===== src/rtl/alu_issue_seq.sv =====
// Sequencer that fetches 16-bit ALU instructions from a registered ROM
// and issues them one at a time over a valid/ready handshake.
module alu_issue_seq #(
  parameter int PC_W = 8
) (
  input  logic            clk,
  input  logic            reset,
  input  logic            start,
  output logic [PC_W-1:0] imem_addr,
  input  logic [15:0]     imem_rdata,
  output logic            iss_valid,
  input  logic            iss_ready,
  output logic [3:0]      iss_op,
  output logic [1:0]      iss_rd,
  output logic [1:0]      iss_rs,
  output logic [5:0]      iss_imm,
  output logic            running,
  output logic            halted,
  output logic            illegal,
  output logic [15:0]     icount
);

  typedef enum logic [2:0] {
    IDLE,
    FETCH,
    DECODE,
    ISSUE,
    HALTED
  } state_t;

  localparam logic [3:0] OP_HALT = 4'hD;

  state_t          state, state_d;
  logic [PC_W-1:0] pc_d;
  logic            valid_d;
  logic [3:0]      op_d;
  logic [1:0]      rd_d;
  logic [1:0]      rs_d;
  logic [5:0]      imm_d;
  logic            running_d;
  logic            halted_d;
  logic            illegal_d;
  logic [15:0]     icount_d;
  logic            accept;

  // imem_addr is the program counter itself
  assign accept = iss_valid & iss_ready;

  always_comb begin
    state_d   = state;
    pc_d      = imem_addr;
    valid_d   = iss_valid;
    op_d      = iss_op;
    rd_d      = iss_rd;
    rs_d      = iss_rs;
    imm_d     = iss_imm;
    illegal_d = 1'b0;
    icount_d  = icount;
    unique case (state)
      IDLE, HALTED: begin
        if (start) begin
          pc_d     = '0;
          icount_d = '0;
          state_d  = FETCH;
        end
      end
      FETCH: state_d = DECODE;
      DECODE: begin
        if (imem_rdata[15:13] == 3'b111) begin
          illegal_d = 1'b1;
          pc_d      = imem_addr + PC_W'(1);
          state_d   = FETCH;
        end else begin
          op_d    = imem_rdata[15:12];
          rd_d    = imem_rdata[11:10];
          rs_d    = imem_rdata[9:8];
          imm_d   = imem_rdata[5:0];
          valid_d = 1'b1;
          state_d = ISSUE;
        end
      end
      ISSUE: begin
        if (accept) begin
          valid_d = 1'b0;
          if (icount != 16'hFFFF)
            icount_d = icount + 16'd1;
          if (iss_op == OP_HALT) begin
            state_d = HALTED;
          end else begin
            pc_d    = imem_addr + PC_W'(1);
            state_d = FETCH;
          end
        end
      end
      default: state_d = IDLE;
    endcase
    running_d = (state_d == FETCH) || (state_d == DECODE) ||
                (state_d == ISSUE);
    halted_d  = (state_d == HALTED);
  end

  always_ff @(posedge clk) begin
    if (reset) begin
      state     <= IDLE;
      imem_addr <= '0;
      iss_valid <= 1'b0;
      iss_op    <= '0;
      iss_rd    <= '0;
      iss_rs    <= '0;
      iss_imm   <= '0;
      running   <= 1'b0;
      halted    <= 1'b0;
      illegal   <= 1'b0;
      icount    <= '0;
    end else begin
      state     <= state_d;
      imem_addr <= pc_d;
      iss_valid <= valid_d;
      iss_op    <= op_d;
      iss_rd    <= rd_d;
      iss_rs    <= rs_d;
      iss_imm   <= imm_d;
      running   <= running_d;
      halted    <= halted_d;
      illegal   <= illegal_d;
      icount    <= icount_d;
    end
  end

endmodule


===== config.mk =====
export PLATFORM = sky130hd
export DESIGN_NAME = alu_issue_seq
export DESIGN_NICKNAME = d
export VERILOG_FILES = /design/src/rtl/alu_issue_seq.sv
export SDC_FILE = /design/constraint.sdc
export NUM_CORES = 1
export LEC_CHECK = 0
export ABC_AREA = 1
export CAP_MARGIN = 20
export CORE_UTILIZATION = 52
export DETAILED_ROUTE_END_ITERATION = 6
export MAX_ROUTING_LAYER = met4
export PLACE_DENSITY_LB_ADDON = 0.15
export SYNTH_ARGS = -nofsm -noshare
export SYNTH_HDL_FRONTEND = slang
export SYNTH_SLANG_ARGS = --single-unit

===== constraint.sdc =====
create_clock -name clk -period 4 [get_ports clk]
set_input_delay 1 -clock clk [delete_from_list [all_inputs] [get_ports clk]]
set_output_delay 1 -clock clk [all_outputs]
set_load 0.02 [all_outputs]

== Word-level counts from Yosys, hierarchy flattened ==
Cells that the tools add are included.

* Reductions and logical operators: 12
* Multiplexer cells: 18
* Bitwise operators: 3
* $add $sub $neg: 2
* Eq/ne operators: 17

{| class="wikitable"
|+ Operator list
! cell !! count
|-
| 16-bit 2-to-1 mux || 3
|-
| 8-bit 2-to-1 mux || 4
|-
| 16-bit case mux with 2 select lines || 1
|-
| 8-bit case mux with 3 select lines || 1
|-
| 16-bit by 1-bit adder with 16-bit output (second input constant) || 1
|-
| 16-bit != test (second input constant) || 1
|-
| 3-bit by 2-bit equality test with 1-bit output (second input constant) || 4
|-
| 2-bit != test (second input constant) || 6
|-
| 3-bit case mux with 4 select lines || 1
|-
| 3-bit equality test (second input constant) || 3
|-
| 3-bit 2-to-1 mux || 3
|-
| 8-bit by 1-bit adder with 8-bit output (second input constant) || 1
|-
| 3-bit by 1-bit equality test with 1-bit output (second input constant) || 2
|-
| 5-bit AND reduction || 1
|-
| 4-bit equality test (second input constant) || 1
|-
| 4-bit AND reduction || 1
|-
| 2-bit nonzero test || 2
|-
| 2-bit OR reduction || 2
|-
| 3-bit zero test || 1
|-
| 1-bit 2-to-1 mux || 3
|-
| 3-bit AND reduction || 1
|-
| 3-bit nonzero test || 1
|-
| 1-bit logical OR || 2
|-
| 2-bit 2-to-1 mux || 1
|-
| other kinds (4) || 5
|}

* Input bits: 20
* Flip-flop bits (word level): 45
* Word-level logic and storage cells: 63

== Depth between registers and ports, before layout ==
Gate-level depths: netlist of the first run.

* Word-level depth: 7
* Depth in mapped cells: 11
* Mapped depth without buffers: 11

== Worst setup path after synthesis of the first run ==
Ideal clock, no wire load.

* Path type: input -> register
* From: input port imem_rdata[14]
* To: register imem_addr[3]
* Slack: 2061 ps
* Cell stages on the path: 8
* Data arrival time: 1822 ps
* Setup time: 117 ps
* Path buffers: 1
* Cells stage by stage: nand3_1 nand2_2 o21ai_0 nor3_1 buf_2 nand2_1 nand2_1 a21oi_1

* Longest elaborated chain between the ends: 3

{| class="wikitable"
|+ RTL lines
! what !! line !! text
|-
| start: declaration || 10 || <nowiki>input logic [15:0] imem_rdata,</nowiki>
|-
| 3-bit equality test || 69 || <nowiki>if (imem_rdata[15:13] == 3'b111) begin</nowiki>
|-
| 2-bit != test (no line) || n/a ||
|-
| 5-bit AND reduction (no line) || n/a ||
|-
| end signal: assignment || 117 || <nowiki>imem_addr <= pc_d;</nowiki>
|-
| end: declaration || 9 || <nowiki>output logic [PC_W-1:0] imem_addr,</nowiki>
|}

Every way passes these cells.
A chain may end at the register's enable or synchronous reset.

== Worst setup path in the final report of the first run ==
* From: input port imem_rdata[14]
* To: register imem_addr[6]

The elaborated chain is that of the path after synthesis.

==> results of run 1 <==
-- cell type report --
class	count	area, µm²
multi-input cells	267	1290
flip-flops and latches	45	901
inverters	31	116
clock inverters	1	30.0
repair buffers	61	606
fillers	415	1260
well taps	52	65.1
clock buffers	7	86.3
-- logic make-up (layout without fill, tap and decap cells) --
| logic type | after synthesis | count (layout) | share of synthesized area [%] |
|---|---|---|---|
| AOI/OAI and AO/OA | 52 | 52 | 13.4 |
| xor gates and xnor gates | 5 | 5 | 1.86 |
| adders and majority gates | 2 | 2 | 1.06 |
| buffers and inverters | 40 | 100 | 7.17 |
| DFF | 45 | 45 | 38.2 |
| and+or+nand+nor | 208 | 208 | 38.2 |
-- layer usage --
metal  up-vias  part of all wire (%)
li1       1247                     -
met1      1087                    43
met2        74                    49
met3        13                   5.0
met4         0                   2.2
met5         -                     0
-- worst max-delay path by stage --
stage / cells past startpoint / slack [ns] / startpoint / endpoint
after global placement: 9 / 1.27 / imem_rdata[14] / imem_addr[2]
after detailed placement: 8 / 1.21 / imem_rdata[14] / imem_addr[0]
final: 8 / 1.52 / imem_rdata[14] / imem_addr[6]
after CTS: 8 / 1.52 / imem_rdata[14] / imem_addr[0]
after floorplan: 8 / 2.06 / imem_rdata[14] / imem_addr[3]
after global routing: 8 / 1.30 / imem_rdata[14] / imem_addr[7]
-- metrics by stage --
stage	instance area, µm²	utilization, %	setup slack (ns)	cells
after floorplan	2360	-	2.06	352
after global placement	2970	68.3	1.27	456
after detailed placement	2970	68.3	1.21	456
after CTS	3090	71.0	1.52	464
after global routing	3090	71.0	1.30	464
final	3090	71.0	1.52	464
-- critical path: cells and delay by family --
kind | cells | cell delay [ns]
AO/OA/AOI/OAI | 2 | 0.29
buffers and inverters | 2 | 0.70
AND/OR/NAND/NOR | 4 | 0.72
-- placed cells by master (no fill, tap or decap), types with 8 or more instances in the layout --
cell             instances
a21oi_1                 17
dfxtp_1                 45
inv_1                   29
nand2_1                 88
a21oi_2                  8
nor2_1                  68
nand3_1                 21
o21ai_0                 19
nor3_1                   8
nand4_1                  8
nand2_2                  8
clkdlybuf4s50_1         59
-- power breakdown --
group          internal (W)  total, W  switching (W)
Combinational      0.000102  0.000269       0.000167
Sequential         0.000477  0.000502      0.0000242
Clock              0.000204  0.000355       0.000152
-- state kept, by name, summed over array words and instances (netlist names), 2 cells and up --
name,flops
icount,16
imem_addr,8
iss_imm,6
iss_op,4
iss_rd,2
iss_rs,2
state,3
==> results.json, run 1 <==
{
  "hold_depth": 2,
  "cts_hold_buffers": 0,
  "synth-async-reset-ratio_pct": 0,
  "place_congestion": 0.824,
  "reg2reg_from": "state[2]",
  "clk_pin_slew_ns": 0.08,
  "track_usage_pct": 25.3,
  "slew-limit-headroom_pct": 57.2,
  "antenna_found_initial": 0,
  "yosysMostFrequentCell": "nand2_1",
  "antennaDiodeCount": 0,
  "synth-main-ff-cell": "dfxtp_1",
  "use_met2_pct": 42.8,
  "globalRouteMet3Util_pct": 4.51,
  "clock_skew_ns": 0.00769,
  "whs_endpoint": "iss_imm[3]",
  "grt_pass1_wl_mm": 9.79,
  "min_from": "iss_imm[3]",
  "wl_per_cell_um": 12.0,
  "die_y_um": 69.3,
  "worstRegToRegCells": 9,
  "finalWirelength_mm": 5.59,
  "setup.worst_path.class": "input port to register",
  "ys.warnings.count": 0,
  "clk_path_buf_depth": 2,
  "via_per_inst": 5.22,
  "synth_nets": 374,
  "root_buffer": "clkbuf_8",
  "rrSetupSlack_ns": 2.02,
  "reg2reg_to": "imem_addr[6]",
  "drt-pass1-iter-count": 4,
  "ctsResizeCount": 0,
  "crit_required_ns": 4.23,
  "netlist.area_leader.share_pct": 38.2,
  "cp-end-kind": "register",
  "ir_drop_mv": 0.285,
  "syn_avg_cell_area_um2": 6.69,
  "syn-cell-area_um2": 2360,
  "start_kind": "input port",
  "port_buffers": 59,
  "hold_slack_ns": 0.485,
  "die_area_um2": 4800,
  "place_hpwl_mm": 3.98,
  "hold_class": "register to register",
  "synth_top_area_cell": "dfxtp_1",
  "drc_errors": 0,
  "cp_max_fo": 16,
  "detail-route-antenna-nets": 0,
  "finalSetupTns_ns": 0,
  "cts_setup_buffers": 0,
  "synth.area.top_cells": "dfxtp_1 38%, nand2_1 14%, nor2_1 11%",
  "start_util_pct": 54.1,
  "cpPeakStageDelay_ns": 0.47,
  "ys_ff_latch": 45,
  "netlist_instances": 352,
  "rsz0062_at_grt": "false",
  "maxCapViolCount": 0,
  "worstMarginPinSlew_ns": 0.642,
  "cts_tree": "built",
  "synth_edf_count": 0,
  "p_leak_nw": 1.07,
  "status": "complete, no violations",
  "yosysUniqueCellTypes": 26,
  "met1_usage_pct": 29.6,
  "crit_chain": "clkdlybuf4s50_1, nand3_1, nand2_2, o21ai_0, nor3_1, buf_4, nand3_1, a21oi_1",
  "rows": 24,
  "synth_seq_area_share_pct": 38.2,
  "core_area_um2": 4350,
  "die_w_um": 69.3,
  "areaGrowthSynthToFinish_pct": 31.2,
  "clock_latency_ns": 0.30,
  "io_pins": 62,
  "fmax_mhz": 404,
  "cts.sinks": 45,
  "p_total_w": 0.00113,
  "htreeDepth": 2,
  "yosys-top-cells-count": "88 x nand2_1, 68 x nor2_1, 45 x dfxtp_1",
  "timing_hold_violations_final": 0,
  "setup_viol": 0,
  "drt_iter0_markers": 161,
  "finalNetCount": 433,
  "first_global_vias": 2294,
  "grt-ovfl-total": 0,
  "worstPathArrival_ns": 2.71,
  "cp_common_cell": "nand3_1",
  "vias": 2421,
  "grt.busiest_layer": "met2",
  "p_per_area_nw_per_um2": 364,
  "final_max_slew_viol_count": 0,
  "min_period_over_period_pct": 61.9,
  "crit_slowest_cell": "clkdlybuf4s50_1",
  "min_period_ns": 2.48,
  "grt_max_degree": 24,
  "cts_buffers": 5,
  "drive_gt1_share_pct": 8.25
}
(Power assumes the default switching activity.)
==> run 2, diff against run 1 <==
- CORE_UTILIZATION: 52 -> 48
- clock period: 4 -> 2.5 ns (I/O delays scaled with it)
==> run 2 against run 1 <==
  * Clock-buffer cell count shrank 2
  * Global-route usage shrank 1.3 points
  * Register-to-register slack lost 1.4 ns
  * Cell area grew 1.8%
  * Critical path depth shrank 7
  * Sequential share of layout area shrank 0.51 points
  * Sequential cell count is the same
==> results.json, run 2 (same netlist as run 1, synthesis figures left out) <==
{
  "place_hpwl_mm": 4.08,
  "worstMarginPinSlew_ns": 0.403,
  "rows": 25,
  "drt-pass1-iter-count": 4,
  "status": "complete, no violations",
  "top_regs": "icount (16), imem_addr (8), iss_imm (6)",
  "drt_iter0_markers": 167,
  "finalWirelength_mm": 5.76,
  "drc_errors": 0,
  "p_total_w": 0.00181,
  "fillers": 429,
  "layout_common_cells": "88 x nand2_1, 68 x nor2_1, 59 x clkdlybuf4s50_1",
  "root_buffer": "clkbuf_8",
  "cp-end-kind": "output port",
  "htreeDepth": 2,
  "clock_skew_ns": 0.0113,
  "ctsResizeCount": 0,
  "fmax_mhz": 488,
  "crit_chain": "clkdlybuf4s50_1",
  "cpLargestDelayFamily": "buffers and inverters",
  "cp_max_fo": 6,
  "slew-limit-headroom_pct": 73.1,
  "top_register": "icount",
  "min_period_over_period_pct": 82.0,
  "crit_slowest_cell": "clkdlybuf4s50_1",
  "cts_hold_buffers": 0,
  "start_util_pct": 49.9,
  "antennaDiodeCount": 0,
  "io_pins": 62,
  "final_max_slew_viol_count": 0,
  "grt_pass1_wl_mm": 9.75,
  "antenna_found_initial": 0,
  "clock_latency_ns": 0.30,
  "min_period_ns": 2.05,
  "largest_reg_flops": 16,
  "timing_hold_violations_final": 0,
  "finalSetupTns_ns": 0,
  "crit_required_ns": 1.88,
  "drive_gt1_share_pct": 9.59,
  "setup.worst_path.class": "register to output port",
  "final_common_cell": "nand2_1",
  "via_per_inst": 4.96,
  "areaGrowthSynthToFinish_pct": 33.5,
  "hold_class": "register to register",
  "p_leak_nw": 1.09,
  "place_congestion": 0.868,
  "rsz0062_at_grt": "false",
  "die_w_um": 72.1,
  "clk_pin_slew_ns": 0.09,
  "die_area_um2": 5190,
  "cpPeakStageDelay_ns": 0.66,
  "port_buffers": 59,
  "grt_max_degree": 23,
  "grt-ovfl-total": 0,
  "cts.sinks": 45,
  "finalNetCount": 438,
  "clk_path_buf_depth": 2,
  "cts_buffers": 5,
  "start_kind": "register",
  "die_y_um": 72.1,
  "core_area_um2": 4720,
  "maxCapViolCount": 0,
  "ir_drop_mv": 0.309,
  "wl_per_cell_um": 11.9,
  "critical_path_buf_inv_count": 1,
  "setup_viol": 0,
  "cts_setup_buffers": 0,
  "first_global_vias": 2205,
  "detail-route-antenna-nets": 0,
  "vias": 2399,
  "cts_tree": "built",
  "worstPathArrival_ns": 1.43,
  "track_usage_pct": 24.0,
  "p_per_area_nw_per_um2": 575
}
run 2: worst paths after layout:
check	from	endpoint	slack, ns	cells after the start
max	icount[4]	icount[4]	0.45	1
min	iss_imm[3]	iss_imm[3]	0.49	2
max reg2reg	icount[0]	icount[1]	0.59	10
min reg2reg	iss_imm[3]	iss_imm[3]	0.49	2
run 2: power breakdown:
part	switching (W)	internal (W)
clock	0.000261	0.000299
combinational	0.000271	0.000177
sequential	0.0000365	0.000764
total	0.000569	0.00124
run 2: worst reg2reg max path, cell delays in order, from the launching register on:
cell and delay [ns]:
dfxtp_1 0.43, ha_1 0.27, nand2_1 0.12, nor2_4 0.20, nand2_4 0.08, o21ai_4 0.18
nand2_4 0.12, nand2_4 0.21, nand2_1 0.07, o21ai_0 0.08, nor2_1 0.05
run 2: metrics by stage:
step                area (µm²)  util (%)  std cells  hold WS, ns  setup WS, ns
CTS                       3150      66.6        484        0.491         0.442
global route              3150      66.6        484        0.505         0.396
detailed placement        3030      64.2        476        0.472         0.345
global placement          3030      64.2        476        0.456         0.374
finish                    3150      66.6        484        0.486         0.449
floorplan                 2360         -        352        0.533         0.691
run 2: final cells by class:
| type | instances | area (µm²) | share of cell area, % |
|---|---|---|---|
| Multi-Input combinational cell | 267 | 1290 | 40.9 |
| Clock buffer | 5 | 68.8 | 2.19 |
| Clock inverter | 3 | 46.3 | 1.47 |
| Tap cell | 67 | 83.8 | 2.67 |
| Inverter | 31 | 116 | 3.70 |
| Timing Repair Buffer | 66 | 643 | 20.4 |
| Sequential cell | 45 | 901 | 28.6 |
run 2: per-layer routing:
layer | vias up | part of all wire (%) | GRT usage [%]
met5 | - | 0 | -
met4 | 0 | 1.6 | 8.71
met3 | 12 | 5.9 | 4.17
met2 | 70 | 44 | 37.6
met1 | 1064 | 48 | 31.2
li1 | 1253 | - | -
==> run 3, diff against run 2 <==
- clock period: 2.5 -> 2.1 ns (I/O delays scaled with it)
==> run 3 against run 2 <==
  * Final cell count rose by 0.21%
  * Largest cell class unchanged
  * Critical endpoint unchanged
  * Register-to-register slack got worse by 0.41 ns
  * Global-route usage fell by 0.52 points
  * Sequential cell count did not move
  * Critical path depth did not move
  * Sequential power rose by 19%
  * Via count fell by 0.38%
  * First-iteration DRC count fell by 1.8%
  * Power rose by 19%
==> results.json, run 3 (same netlist as run 1, synthesis figures left out) <==
{
  "drt-pass1-iter-count": 4,
  "antenna_found_initial": 0,
  "ir_drop_mv": 0.471,
  "place_ws_ns": 0.0600,
  "start_util_pct": 49.9,
  "fin_ws_ns": 0.135,
  "die_y_um": 72.1,
  "cp-end-kind": "output port",
  "grt-ovfl-total": 0,
  "clock_skew_ns": 0.0107,
  "place_hpwl_mm": 3.97,
  "worstMarginPinSlew_ns": 0.384,
  "htreeDepth": 2,
  "p_per_area_nw_per_um2": 684,
  "min_period_ns": 1.97,
  "cts_setup_buffers": 0,
  "clock_latency_ns": 0.31,
  "hold_class": "register to register",
  "clk_pin_slew_ns": 0.09,
  "top_regs": "icount (16), imem_addr (8), iss_imm (6)",
  "final_area_um2": 3150,
  "placed_area_um2": 3040,
  "finalNetCount": 439,
  "crit_required_ns": 1.57,
  "rsz0062_at_grt": "false",
  "port_buffers": 59,
  "drc_errors": 0,
  "slew-limit-headroom_pct": 74.4,
  "cts.sinks": 45,
  "wl_per_cell_um": 11.4,
  "cts_tree": "built",
  "min_period_over_period_pct": 93.6,
  "place_congestion": 0.864,
  "grt_max_degree": 23,
  "layoutNonFillerInstCount": 485,
  "top_register": "icount",
  "clk_path_buf_depth": 2,
  "cpPeakStageDelay_ns": 0.66,
  "drt_iter0_markers": 164,
  "crit_chain": "clkdlybuf4s50_1",
  "cpLargestDelayFamily": "buffers and inverters",
  "rows": 25,
  "setup.worst_path.class": "register to output port",
  "cts_hold_buffers": 0,
  "grt_pass1_wl_mm": 9.45,
  "cts_buffers": 5,
  "start_kind": "register",
  "die_area_um2": 5190,
  "areaGrowthSynthToFinish_pct": 33.8,
  "setup_viol": 0,
  "core_area_um2": 4720,
  "finalWirelength_mm": 5.54,
  "worstPathArrival_ns": 1.44,
  "final_max_slew_viol_count": 0,
  "crit_slowest_cell": "clkdlybuf4s50_1",
  "p_leak_nw": 1.09,
  "cp_max_fo": 6,
  "fmax_mhz": 509,
  "timing_hold_violations_final": 0,
  "maxCapViolCount": 0,
  "vias": 2390,
  "final_common_cell": "nand2_1",
  "largest_reg_flops": 16,
  "status": "complete, no violations",
  "track_usage_pct": 23.5,
  "critical_path_buf_inv_count": 1,
  "root_buffer": "clkbuf_8",
  "die_w_um": 72.1,
  "detail-route-antenna-nets": 0,
  "drive_gt1_share_pct": 9.81,
  "ctsResizeCount": 0,
  "layout_common_cells": "88 x nand2_1, 68 x nor2_1, 59 x clkdlybuf4s50_1",
  "antennaDiodeCount": 0,
  "finalSetupTns_ns": 0,
  "placed_cells": 477,
  "first_global_vias": 2100,
  "io_pins": 62,
  "via_per_inst": 4.93
}
run 3: cell types whose count changed in the layout (fill, tap and decap cells not counted), sizes merged:
| cell | change |
|---|---|
| buf | +1 |
run 3: final cells by class:
cell class | instances | area [µm²]
Inverter | 31 | 116
Clock inverter | 3 | 46.3
Multi-Input combinational cell | 267 | 1290
Timing Repair Buffer | 67 | 651
Fill cell | 428 | 1570
Sequential cell | 45 | 901
Clock buffer | 5 | 68.8
Tap cell | 67 | 83.8
run 3: where the power goes:
part           total [W]  internal (W)  switching, W
sequential      0.000949      0.000909     0.0000396
clock           0.000671      0.000356      0.000315
combinational   0.000538      0.000214      0.000324
run 3: worst min-delay path, delay by kind of cell, from the launching register on:
family,cells,cell delay [ns]
AND/OR/NAND/NOR,2,0.12
flip-flops,1,0.33
run 3: final timing paths:
check | startpoint | slack (ns) | cells past startpoint | end
max | icount[4] | 0.13 | 1 | icount[4]
min | iss_imm[3] | 0.49 | 2 | iss_imm[3]
max reg2reg | icount[1] | 0.18 | 10 | icount[1]
min reg2reg | iss_imm[3] | 0.49 | 2 | iss_imm[3]
run 3: per-layer routing:
layer	track usage, %	share of wire [%]	up-vias
met3	5.42	7.4	11
li1	-	-	1258
met5	-	0	-
met4	8.71	1.6	0
met1	30.8	47	1051
met2	35.3	44	70
run 3: per-stage QoR:
step	util, %	power (W)	hold slack (ns)
2_1_floorplan	-	0.00130	0.533
3_3_place_gp	64.3	0.00150	0.456
3_5_place_dp	64.3	0.00151	0.471
4_1_cts	66.8	0.00219	0.490
5_1_grt	66.8	0.00227	0.504
6_report	66.8	0.00216	0.485
